**config.mk**
```make
export PLATFORM = sky130hd
export DESIGN_NAME = rr_reg_arbiter
export DESIGN_NICKNAME = d
export VERILOG_FILES = /design/src/rtl/rr_reg_pkg.sv /design/src/rtl/rr_pick.sv /design/src/rtl/rr_reg_arbiter.sv
export SDC_FILE = /design/constraint.sdc
export NUM_CORES = 1
export LEC_CHECK = 0
export BUFFER_PORTS_ARGS = -buffer_cell sky130_fd_sc_hd__buf_2
export CAP_MARGIN = 20
export CORE_MARGIN = 3
export CORE_UTILIZATION = 46
export DETAILED_ROUTE_END_ITERATION = 6
export GPL_TIMING_DRIVEN = 0
export PLACE_DENSITY = 0.76
export SYNTH_ARGS = -nofsm -noshare
export SYNTH_HDL_FRONTEND = slang
export SYNTH_HIERARCHICAL = 1
export SYNTH_SLANG_ARGS = --single-unit
```
**constraint.sdc**
```tcl
create_clock -name clk -period 2.5 [get_ports clk]
set_clock_uncertainty 0.1 [all_clocks]
set_input_delay 0 -clock clk [delete_from_list [all_inputs] [get_ports clk]]
set_output_delay 0 -clock clk [all_outputs]
set_load 0.01 [all_outputs]
```
**src/rtl/rr_reg_pkg.sv**
```systemverilog
// Shared types and constants for the round-robin register arbiter.
package rr_reg_pkg;

    typedef enum logic {
        IDLE  = 1'b0,
        GRANT = 1'b1
    } state_t;

    localparam int CNT_W = 4;

    // Per-bit reset values; replicated to WIDTH at the point of use.
    localparam logic Q_RST_BIT  = 1'b0;
    localparam logic QB_RST_BIT = 1'b1;

endpackage

```
**src/rtl/rr_pick.sv**
```systemverilog
// Rotating-priority picker: first set request at or after ptr, with wrap.
module rr_pick
    import rr_reg_pkg::*;
#(
    parameter int NREQ = 4,
    parameter int IW   = 2
) (
    input  logic [NREQ-1:0] req,
    input  logic [IW-1:0]   ptr,
    output logic [IW-1:0]   winner,
    output logic            any_req
);

    always_comb begin
        int j;
        j       = 0;
        winner  = '0;
        any_req = |req;
        // Walk from the farthest offset down so the nearest hit wins last.
        for (int k = NREQ - 1; k >= 0; k--) begin
            j = int'(ptr) + k;
            if (j >= NREQ) begin
                j = j - NREQ;
            end
            if (req[j]) begin
                winner = IW'(j);
            end
        end
    end

endmodule

```
**src/rtl/rr_reg_arbiter.sv**
```systemverilog
// Round-robin arbiter guarding a shared q/qb register with bounded hold.
// Define RR_REG_PARITY_EN to add the registered even-parity output q_par.
module rr_reg_arbiter
    import rr_reg_pkg::*;
#(
    parameter int NREQ     = 4,
    parameter int WIDTH    = 8,
    parameter int HOLD_MAX = 4
) (
    input  logic                      clk,
    input  logic                      rst,
    input  logic [NREQ-1:0]           req,
    input  logic [NREQ*WIDTH-1:0]     wdata,
    output logic [NREQ-1:0]           gnt,
    output logic [$clog2(NREQ)-1:0]   owner,
    output logic                      busy,
    output logic [WIDTH-1:0]          q,
`ifdef RR_REG_PARITY_EN
    output logic                      q_par,
`endif
    output logic [WIDTH-1:0]          qb
);

    localparam int IW = $clog2(NREQ);
    localparam logic [CNT_W-1:0] HOLD = CNT_W'(HOLD_MAX);
    localparam logic [WIDTH-1:0] Q_RST  = {WIDTH{Q_RST_BIT}};
    localparam logic [WIDTH-1:0] QB_RST = {WIDTH{QB_RST_BIT}};

    state_t            state, state_n;
    logic [IW-1:0]     ptr, ptr_n, owner_n, owner_inc;
    logic [IW-1:0]     pick_ptr, winner;
    logic [NREQ-1:0]   gnt_n, pick_req, win_oh;
    logic [CNT_W-1:0]  cnt, cnt_n;
    logic              busy_n, any_req, wr_en;
    logic [WIDTH-1:0]  wr_data;

    assign owner_inc = (owner == IW'(NREQ - 1)) ? '0 : owner + 1'b1;
    assign wr_data   = wdata[owner*WIDTH +: WIDTH];
    assign win_oh    = NREQ'(1) << winner;

    // While granted, search the other requesters starting after the owner.
    always_comb begin
        pick_req = req;
        pick_ptr = ptr;
        if (state == GRANT) begin
            pick_req = req & ~gnt;
            pick_ptr = owner_inc;
        end
    end

    rr_pick #(
        .NREQ (NREQ),
        .IW   (IW)
    ) u_pick (
        .req     (pick_req),
        .ptr     (pick_ptr),
        .winner  (winner),
        .any_req (any_req)
    );

    always_comb begin
        state_n = state;
        ptr_n   = ptr;
        owner_n = owner;
        gnt_n   = gnt;
        busy_n  = busy;
        cnt_n   = cnt;
        wr_en   = 1'b0;
        unique case (state)
            IDLE: begin
                if (any_req) begin
                    state_n = GRANT;
                    owner_n = winner;
                    gnt_n   = win_oh;
                    busy_n  = 1'b1;
                    cnt_n   = '0;
                end
            end
            GRANT: begin
                if (req[owner]) begin
                    wr_en = 1'b1;
                    if (cnt >= HOLD - 1'b1 && any_req) begin
                        ptr_n   = owner_inc;
                        owner_n = winner;
                        gnt_n   = win_oh;
                        cnt_n   = '0;
                    end else if (cnt < HOLD) begin
                        cnt_n = cnt + 1'b1;
                    end
                end else begin
                    ptr_n = owner_inc;
                    cnt_n = '0;
                    if (any_req) begin
                        owner_n = winner;
                        gnt_n   = win_oh;
                    end else begin
                        state_n = IDLE;
                        gnt_n   = '0;
                        busy_n  = 1'b0;
                    end
                end
            end
            default: state_n = IDLE;
        endcase
    end

    always_ff @(posedge clk or posedge rst) begin
        if (rst) begin
            state <= IDLE;
            ptr   <= '0;
            owner <= '0;
            gnt   <= '0;
            busy  <= 1'b0;
            cnt   <= '0;
        end else begin
            state <= state_n;
            ptr   <= ptr_n;
            owner <= owner_n;
            gnt   <= gnt_n;
            busy  <= busy_n;
            cnt   <= cnt_n;
        end
    end

    always_ff @(posedge clk or posedge rst) begin
        if (rst) begin
            q  <= Q_RST;
            qb <= QB_RST;
        end else if (wr_en) begin
            q  <= wr_data;
            qb <= ~wr_data;
        end
    end

`ifdef RR_REG_PARITY_EN
    always_ff @(posedge clk or posedge rst) begin
        if (rst) begin
            q_par <= 1'b0;
        end else if (wr_en) begin
            q_par <= ^wr_data;
        end
    end
`endif

endmodule

```
# Word level (Yosys, flattened, before mapping)
# Index checks and enable logic that the tools add are counted.
# word_totals
register_bits	30
input_bits	38
out_inout_bits	23
wordCells	97
# classes
n_addsub	9
order_cmp	11
n_eq_ne	7
shift	2
mux	50
bitwise_logic	4
reduce_logical	6
# ops
operator	n
less-than comparator 32 x 4 -> 1 bit, second input constant	4
2-to-1 mux 32 bit	4
>= comparator 32 x 4 -> 1 bit, second input constant	3
subtractor 32 x 4 -> 32 bit, second input constant	3
2-to-1 mux 4 bit	9
indexed part select 32 x 6 -> 8 bit	1
2-to-1 mux 2 bit	11
2-to-1 mux 1 bit	16
one-hot mux 4 bit (2 select lines)	2
binary-select mux 1 bit (select 2 bit)	5
NOT 8 bit	1
adder 2 x 2 -> 3 bit, second input constant	2
!= test 2 bit, second input constant	3
AND reduction 2 bit	3
adder 4 x 1 -> 4 bit, second input constant	1
bitwise AND 4 bit	1
>= comparator 4 x 2 -> 1 bit, second input constant	1
less-than comparator 4 x 3 -> 1 bit, second input constant	1
!= test 4 x 2 -> 1 bit, second input constant	1
NOT 4 bit	1
one-hot mux 1 bit (2 select lines)	2
one-hot mux 2 bit (2 select lines)	1
OR reduction 4 bit	1
left shift 1 x 2 -> 4 bit, first input constant	1
11 further kinds	11

# Logic depth before layout (Yosys ltp)
# Gate-level depths: netlist (run 1).
# logic_depth
word_depth	17
depth_mapped	9
ltp_nobuf	8

# By module
# The synthesis (run 1) kept the hierarchy.
# modules_own_cells
module	instances	cells_per_inst	area_each_um2	seq_area_each_um2
rr_reg_arbiter	1	117	1515.2	760.7
rr_pick	1	13	77.6	0.0

# Least setup slack after synthesis (run 1)
# Ideal clock, no wire load.
# synth_path
kind	reg2reg
startpoint	register state
endpoint	register owner[0]
setup_ns	0.125
arrival_ns	2.064
slack_ns	0.211
path_stages_with_launch	9
synth_period_minus_slack_ns	2.289
path_cell_list	dfrtp_1 > clkbuf_1 > clkbuf_1 > a21boi_0 > nor2_1 > nand2_1 > inv_1 > a21oi_1 > mux2_2
# synth_lines
item	line_no	rtl
start, declared	rr_reg_arbiter.sv:29	state_t state, state_n;
start signal, assigned	rr_reg_arbiter.sv:116	state <= state_n;
2-to-1 mux 4 bit *	rr_reg_arbiter.sv:45	if (state == GRANT) begin
via pick_req[3]	rr_reg_arbiter.sv:32	logic [NREQ-1:0] gnt_n, pick_req, win_oh;
OR reduction 4 bit *	rr_pick.sv:18	any_req = |req;
via any_req	rr_reg_arbiter.sv:34	logic busy_n, any_req, wr_en;
2-to-1 mux 2 bit	rr_reg_arbiter.sv:71, rr_reg_arbiter.sv:93	
2-to-1 mux 2 bit	rr_reg_arbiter.sv:80	if (req[owner]) begin
one-hot mux 2 bit (2 select lines)	rr_reg_arbiter.sv:69	unique case (state)
end signal, assigned	rr_reg_arbiter.sv:118	owner <= owner_n;
end, declared	rr_reg_arbiter.sv:15	output logic [$clog2(NREQ)-1:0] owner,
# The timed path passes the listed nets; every way through them passes the cells marked *. The select of a mux whose other input is x is not followed.
# A chain may end at the register's enable or synchronous reset.

# Worst setup path after layout (run 1)
# Ends and elaborated chain as after synthesis.

==> qor.txt, run 1 <==
status - complete, no violations
setup violators final - 0
all-layer global routing usage - 21.12%
Nets - 255
Worst-Margin Slew - 0.6261 ns
final slew viol count - 0
Util after Layout - 70.35%
family with the most delay on the worst path - buffers and inverters
Startpoint Class - register
clk buf depth - 2
vias in the first global route - 1490
portion of netlist area occupied by mux cells - 23.02%
Pre-antenna DRT Iters - 4
met1 Resource Use GR - 22.64%
CTS tree - built
1st-iter DRT viols - 60
CTS H-tree depth - 2
largest net degree at the start of global routing - 31
synthesized net count - 170
Post-synth EDFFs - 0
final hold vios - 0
pre-CTS WS - -0.3056 ns
f_max - 434.2 MHz
worst r2r src - state
Slew HR - 57.67%
setup_tns - 0 ns
FP Rows - 20
worst path cell trace - clkbuf_1 -> buf_4 -> a21boi_2 -> nor2_1 -> nand2_1 -> inv_1 -> a21oi_4 -> mux2_2
adder and majority gate portion of the synthesized area - 1.571%
maximum vdd drop - 0.7162 mV
CP Capture Type - register
drt drc - 0
pwr dens - 1260 mW/mm^2
crit path kind - reg -> reg
Via Count - 1434
post-synthesis register bit count - 30
initial antenna violation count - 0
Sink Count - 30
GP Congestion - 0.8006
Yosys cell types - 29
Die Height - 64.85 microns
first-pass GRT wire length - 6665 microns
M2 GR Usage - 38.83%
WP buf/inv - 3
crit-path max cell delay - 0.38 ns
Hold/Removal Path Class - in -> reg
ant diodes - 0
Post-CTS Setup Inserts - 0
via density per instance - 5.515
CTS root buf - clkbuf_4
grt total ovfl - 0
Worst setup startpoint - state
GRT busiest layer - met2
Die Wd - 64.85 microns
largest family of logic cells by synthesized area - multiplexers
total wire length - 4129 microns
CP max stage cell - dfrtp_1
Synth Flop Type - dfrtp_1
Max-Cap Viols - 0
Clock Latency Late Sink - 0.33 ns
simple-gate share of the synthesized area - 5.734%
Worst setup endpoint - owner[0]
P_leak - 1.030 nW
number of I/O port buffers - 60
Routed wire per std cell - 15.88 microns
CP Depth - 8
asr flop ratio synth - 100.0%
Area growth, synth to finish - 40.38%
synth warn - 6
Synth top cells by count - dfrtp_1, a21oi_1, mux2_2
Initial Util - 50.12%
clock slew at reported path FFs - 0.10 ns
clock period minus worst slack - 2.303 ns
Compound-Gate Fraction of Synth Area - 17.05%
CP max FO - 10
Final ANT Viol Nets - 0
most frequent cell after synthesis - dfrtp_1
Critical Path AT - 2.42 ns
TritonCTS Buffers - 5
register area share after synthesis - 47.76%
period utilization - 92.13%
synthesized instance count - 130
share of the synthesized area in the top cell type - 34.56%
mapped cell area - 0.001593 sq mm
R2R Setup Slk - 0.20 ns
IO Count - 61
FF-to-FF path depth - 8
Die ar. - 0.004205 sq mm
Post-Syn Area per Cell - 12.25 sq um
Yosys top cell by area - dfrtp_1
area of the core - 0.003178 sq mm
layout cells sized above 1 - 51.39%
Synth area leaders - dfrtp_1, dfstp_2, mux4_2, mux2_2, a21oi_1
Synth Area in XOR/XNOR - 0%
Pwr Total - 2.817 mW
met3 usage - 4.853%
final worst slack - 0.1967 ns
critical path required time - 2.62 ns
DP HPWL - 3038 microns
RSZ-0062 raised after global routing - false
FF-to-FF End - owner[0]
cells by family (layout without fill, tap and decap cells):
family / count (synthesis) / after routing
buf+inv: 16 / 102
compound gates: 42 / 42
mux: 23 / 23
fa+ha+maj: 2 / 2
simple gates: 17 / 17
flops: 30 / 30
state kept, by name, indices dropped and copies added (netlist names):
signal and flops:
qb 8, cnt 4, gnt 4, q 8
busy 1, ptr 2, owner 2, state 1
where the power goes:
part           switching [mW]  total, mW  leakage (nW)  internal, mW
sequential              0.134      0.890         0.353         0.756
clock                   0.165      0.301        0.0353         0.136
combinational           0.780       1.63         0.642         0.845
total                    1.08       2.82          1.03          1.74
repair_timing:
| action | CTS | global route |
|---|---|---|
| hold endpoints to repair | 30 | 0 |
| endpoints found under the setup margin | 8 | 9 |
| resized for setup | 7 | 8 |
| hold buffers | 17 | 0 |
per-stage QoR:
step | cell area, sq um | hold WS [ns] | cells
final | 2236 | 0.02475 | 260
after CTS | 2187 | 0.02860 | 259
after detailed placement | 1948 | 0.2206 | 234
after floorplan | 1593 | -0.01512 | 130
after global placement | 1948 | 0.2156 | 234
after global routing | 2236 | 0.03122 | 260
layout by cell type, fill, tap and decap left out, types with 2 or more instances in the layout:
cell type / synthesis / routed
a211oi_1: 2 / 2
a21boi_2: 0 / 4
a21oi_1: 21 / 20
a31oi_1: 2 / 2
a32o_1: 4 / 4
buf_2: 2 / 62
buf_6: 2 / 2
clkbuf_1: 3 / 3
clkbuf_4: 0 / 5
dfrtp_1: 22 / 22
dfstp_2: 8 / 8
dlygate4sd3_1: 0 / 17
ha_1: 2 / 2
inv_1: 9 / 9
mux2_2: 11 / 11
mux2_4: 2 / 2
mux4_2: 9 / 9
nand2_1: 4 / 4
nand2b_1: 2 / 2
nor2_1: 5 / 5
nor3b_1: 2 / 2
o2111ai_1: 2 / 2
o21ai_0: 3 / 2
o31ai_1: 2 / 2
tightest hold or removal path: stages:
cell and delay [ns]:
buf_2 0.07, mux4_2 0.22, mux2_2 0.14
worst min path at each step:
stage                          from  endpoint  slack [ns]  cells after the start
after floorplan                 rst      busy       -0.02                      1
after global placement          rst    cnt[1]        0.22                      2
after detailed placement        rst    cnt[0]        0.22                      2
after CTS                  wdata[8]      q[0]        0.03                      3
after global routing       wdata[8]      q[0]        0.03                      3
final                     wdata[25]      q[1]        0.02                      3
final cells by class:
class | instances | area [sq um]
tap | 44 | 55.05
fill | 236 | 942.2
clock inverter | 1 | 5.005
sequential | 30 | 760.7
multi-input combinational | 84 | 780.7
inverter | 9 | 33.78
buffer | 7 | 47.55
timing repair buffer | 78 | 498.0
clock buffer | 7 | 55.05
routing by layer:
layer / part of all wire, % / routed length [microns] / vias to the layer above
li1: - / - / 660
met1: 37 / 1540 / 717
met2: 56 / 2298 / 47
met3: 4.6 / 188 / 10
met4: 2.5 / 102 / 0
met5: 0 / 0 / -
(Power assumes the default switching activity.)
==> run 2, diff against run 1 <==
--- a/config.mk
+++ b/config.mk
@@ -5,6 +5,7 @@
 export SDC_FILE = /design/constraint.sdc
 export NUM_CORES = 1
 export LEC_CHECK = 0
+export ABC_CLOCK_PERIOD_IN_PS = 2500
 export BUFFER_PORTS_ARGS = -buffer_cell sky130_fd_sc_hd__buf_2
 export CAP_MARGIN = 20
 export CORE_MARGIN = 3
@@ -14,5 +15,4 @@
 export PLACE_DENSITY = 0.76
 export SYNTH_ARGS = -nofsm -noshare
 export SYNTH_HDL_FRONTEND = slang
-export SYNTH_HIERARCHICAL = 1
 export SYNTH_SLANG_ARGS = --single-unit
==> qor.txt, run 2 <==
M2 GR Usage - 39.32%
maximum vdd drop - 0.7842 mV
met1 Resource Use GR - 25.48%
Reg power frac - 32.9%
Die Wd - 65.28 microns
Switching Share - 40.97%
first-pass GRT wire length - 6989 microns
number of I/O port buffers - 60
crit path kind - reg -> reg
Pre-antenna DRT Iters - 4
critical path required time - 2.68 ns
pwr dens - 1304 mW/mm^2
Yosys top cell by area - dfrtp_1
Final ANT Viol Nets - 0
cell area after layout - 0.002073 sq mm
Critical Path AT - 2.49 ns
Synth top cells by count - dfrtp_1, nor2_1, mux4_2
Cell Area, Placed - 0.001972 sq mm
Post-CTS Hold Buffers - 1
asr flop ratio synth - 100.0%
Via Count - 1439
Synth Flop Type - dfrtp_1
Worst-Margin Slew - 0.7123 ns
Top Registers - q (8), qb (8)
Die Height - 65.28 microns
commonest cells after routing, fill and taps aside - buf_2, dfrtp_1, nor2_1
setup_tns - 0 ns
synth warn - 0
pre-CTS WS - 0.3051 ns
1st-iter DRT viols - 57
P_leak - 1.047 nW
grt total ovfl - 0
synthesized instance count - 139
commonest non-fill, non-tap cell in the layout - buf_2
WHS - 0.05976 ns
ant diodes - 0
cell-internal power - 1.595 mW
register area share after synthesis - 47.06%
Nets - 248
synthesized net count - 179
total wire length - 4162 microns
Sink Count - 30
final slew viol count - 0
largest net degree at the start of global routing - 31
CTS H-tree depth - 2
Sw Pwr - 1.107 mW
final worst slack - 0.1917 ns
Yosys cell types - 40
clock slew at reported path FFs - 0.10 ns
GP Congestion - 0.8038
Post-Syn Area per Cell - 11.63 sq um
Resized Gates After CTS - 0
CP Capture Type - register
Clock Latency Late Sink - 0.34 ns
Slew HR - 52.15%
met3 usage - 5.983%
Synth area leaders - dfrtp_1, dfstp_2, mux4_2, nor2_1, a21o_1
Max-Cap Viols - 0
CTS tree - built
Routed wire per std cell - 16.45 microns
setup violators final - 0
layout cells sized above 1 - 47.85%
all-layer global routing usage - 21.58%
TritonCTS Buffers - 5
GRT busiest layer - met2
Filler Cell Count - 287
vias in the first global route - 1492
Post-synth EDFFs - 0
status - complete, no violations
DP HPWL - 3175 microns
Die ar. - 0.004261 sq mm
Area growth, synth to finish - 28.25%
CP max FO - 6
Initial Util - 50.47%
IO Count - 61
drt drc - 0
mapped cell area - 0.001617 sq mm
final hold vios - 0
period utilization - 92.33%
clk buf depth - 2
CTS root buf - clkbuf_4
post-synthesis register bit count - 30
most frequent cell after synthesis - dfrtp_1
combinational share of power - 55.7%
initial antenna violation count - 0
Post-CTS Setup Inserts - 0
via density per instance - 5.688
area of the core - 0.003203 sq mm
clock period minus worst slack - 2.308 ns
Clk pwr share - 11.4%
Hold/Removal Path Class - in -> reg
share of the synthesized area in the top cell type - 34.06%
RSZ-0062 raised after global routing - false
Startpoint Class - register
f_max - 433.2 MHz
FP Rows - 20
[run 2: cell count changes in the layout (fill, tap and decap cells not counted), moves of 3 or more]
cell | before | now
a21oi_1 | 20 | 3
nand3_1 | 0 | 3
inv_1 | 9 | 4
dlygate4sd3_1 | 17 | 1
nor2_1 | 5 | 21
a21boi_2 | 4 | 0
nor3_1 | 0 | 3
a21o_1 | 0 | 8
a21boi_1 | 0 | 4
mux2_2 | 11 | 1
and3_1 | 0 | 8
[run 2: layer usage]
| metal | vias to the layer above | share of wire [%] |
|---|---|---|
| met1 | 720 | 40 |
| met2 | 56 | 53 |
| met5 | - | 0 |
| met3 | 5 | 6.1 |
| li1 | 658 | - |
| met4 | 0 | 0.74 |
[run 2: power groups by stage]
stage	registers, mW	logic [mW]	clock network [mW]
floorplan	0.967	0.985	0
global placement	0.882	1.45	0
detailed placement	0.898	1.49	0
CTS	0.889	1.50	0.310
global route	0.923	1.67	0.346
finish	0.890	1.51	0.308
[run 2: cell type report]
class	instances	area, sq um	share of cell area [%]
clock buffer	6	51.30	2.474
multi-input combinational	99	805.8	38.87
inverter	4	15.01	0.7242
tap	44	55.05	2.655
sequential	30	760.7	36.69
buffer	6	35.03	1.690
clock inverter	2	12.51	0.6035
timing repair buffer	62	337.8	16.29
[run 2: worst paths after layout]
check | endpoint | slack, ns | depth (start not counted) | start
setup / recovery | owner[1] | 0.19 | 5 | owner[0]
hold / removal | qb[3] | 0.06 | 4 | wdata[3]
setup reg to reg | owner[1] | 0.19 | 5 | owner[0]
hold reg to reg | q[4] | 0.39 | 1 | q[4]
max in group asynchronous | qb[5] | 1.66 | 4 | rst
min in group asynchronous | q[2] | 0.11 | 3 | rst
[run 2: worst max-delay path, stage by stage (launching register included)]
cell and delay [ns]:
dfrtp_1 0.47, ha_1 0.35, mux2i_1 0.43, a21boi_0 0.22
o31ai_1 0.43, mux2_2 0.24
[run 2: metrics by stage]
step	utilization [%]	instances	total power, mW
floorplan	-	139	1.951
global placement	61.56	243	2.329
detailed placement	61.56	243	2.391
CTS	63.87	252	2.698
global route	64.73	253	2.936
finish	64.73	253	2.703
[run 2: logic make-up after synthesis]
kind of cell	share of synthesized area [%]
flip-flops	47.06
adder cells (fa/ha/maj)	1.548
multiplexers	16.10
buffers and inverters	3.095
AO/OA/AOI/OAI	17.18
AND/OR/NAND/NOR	15.02
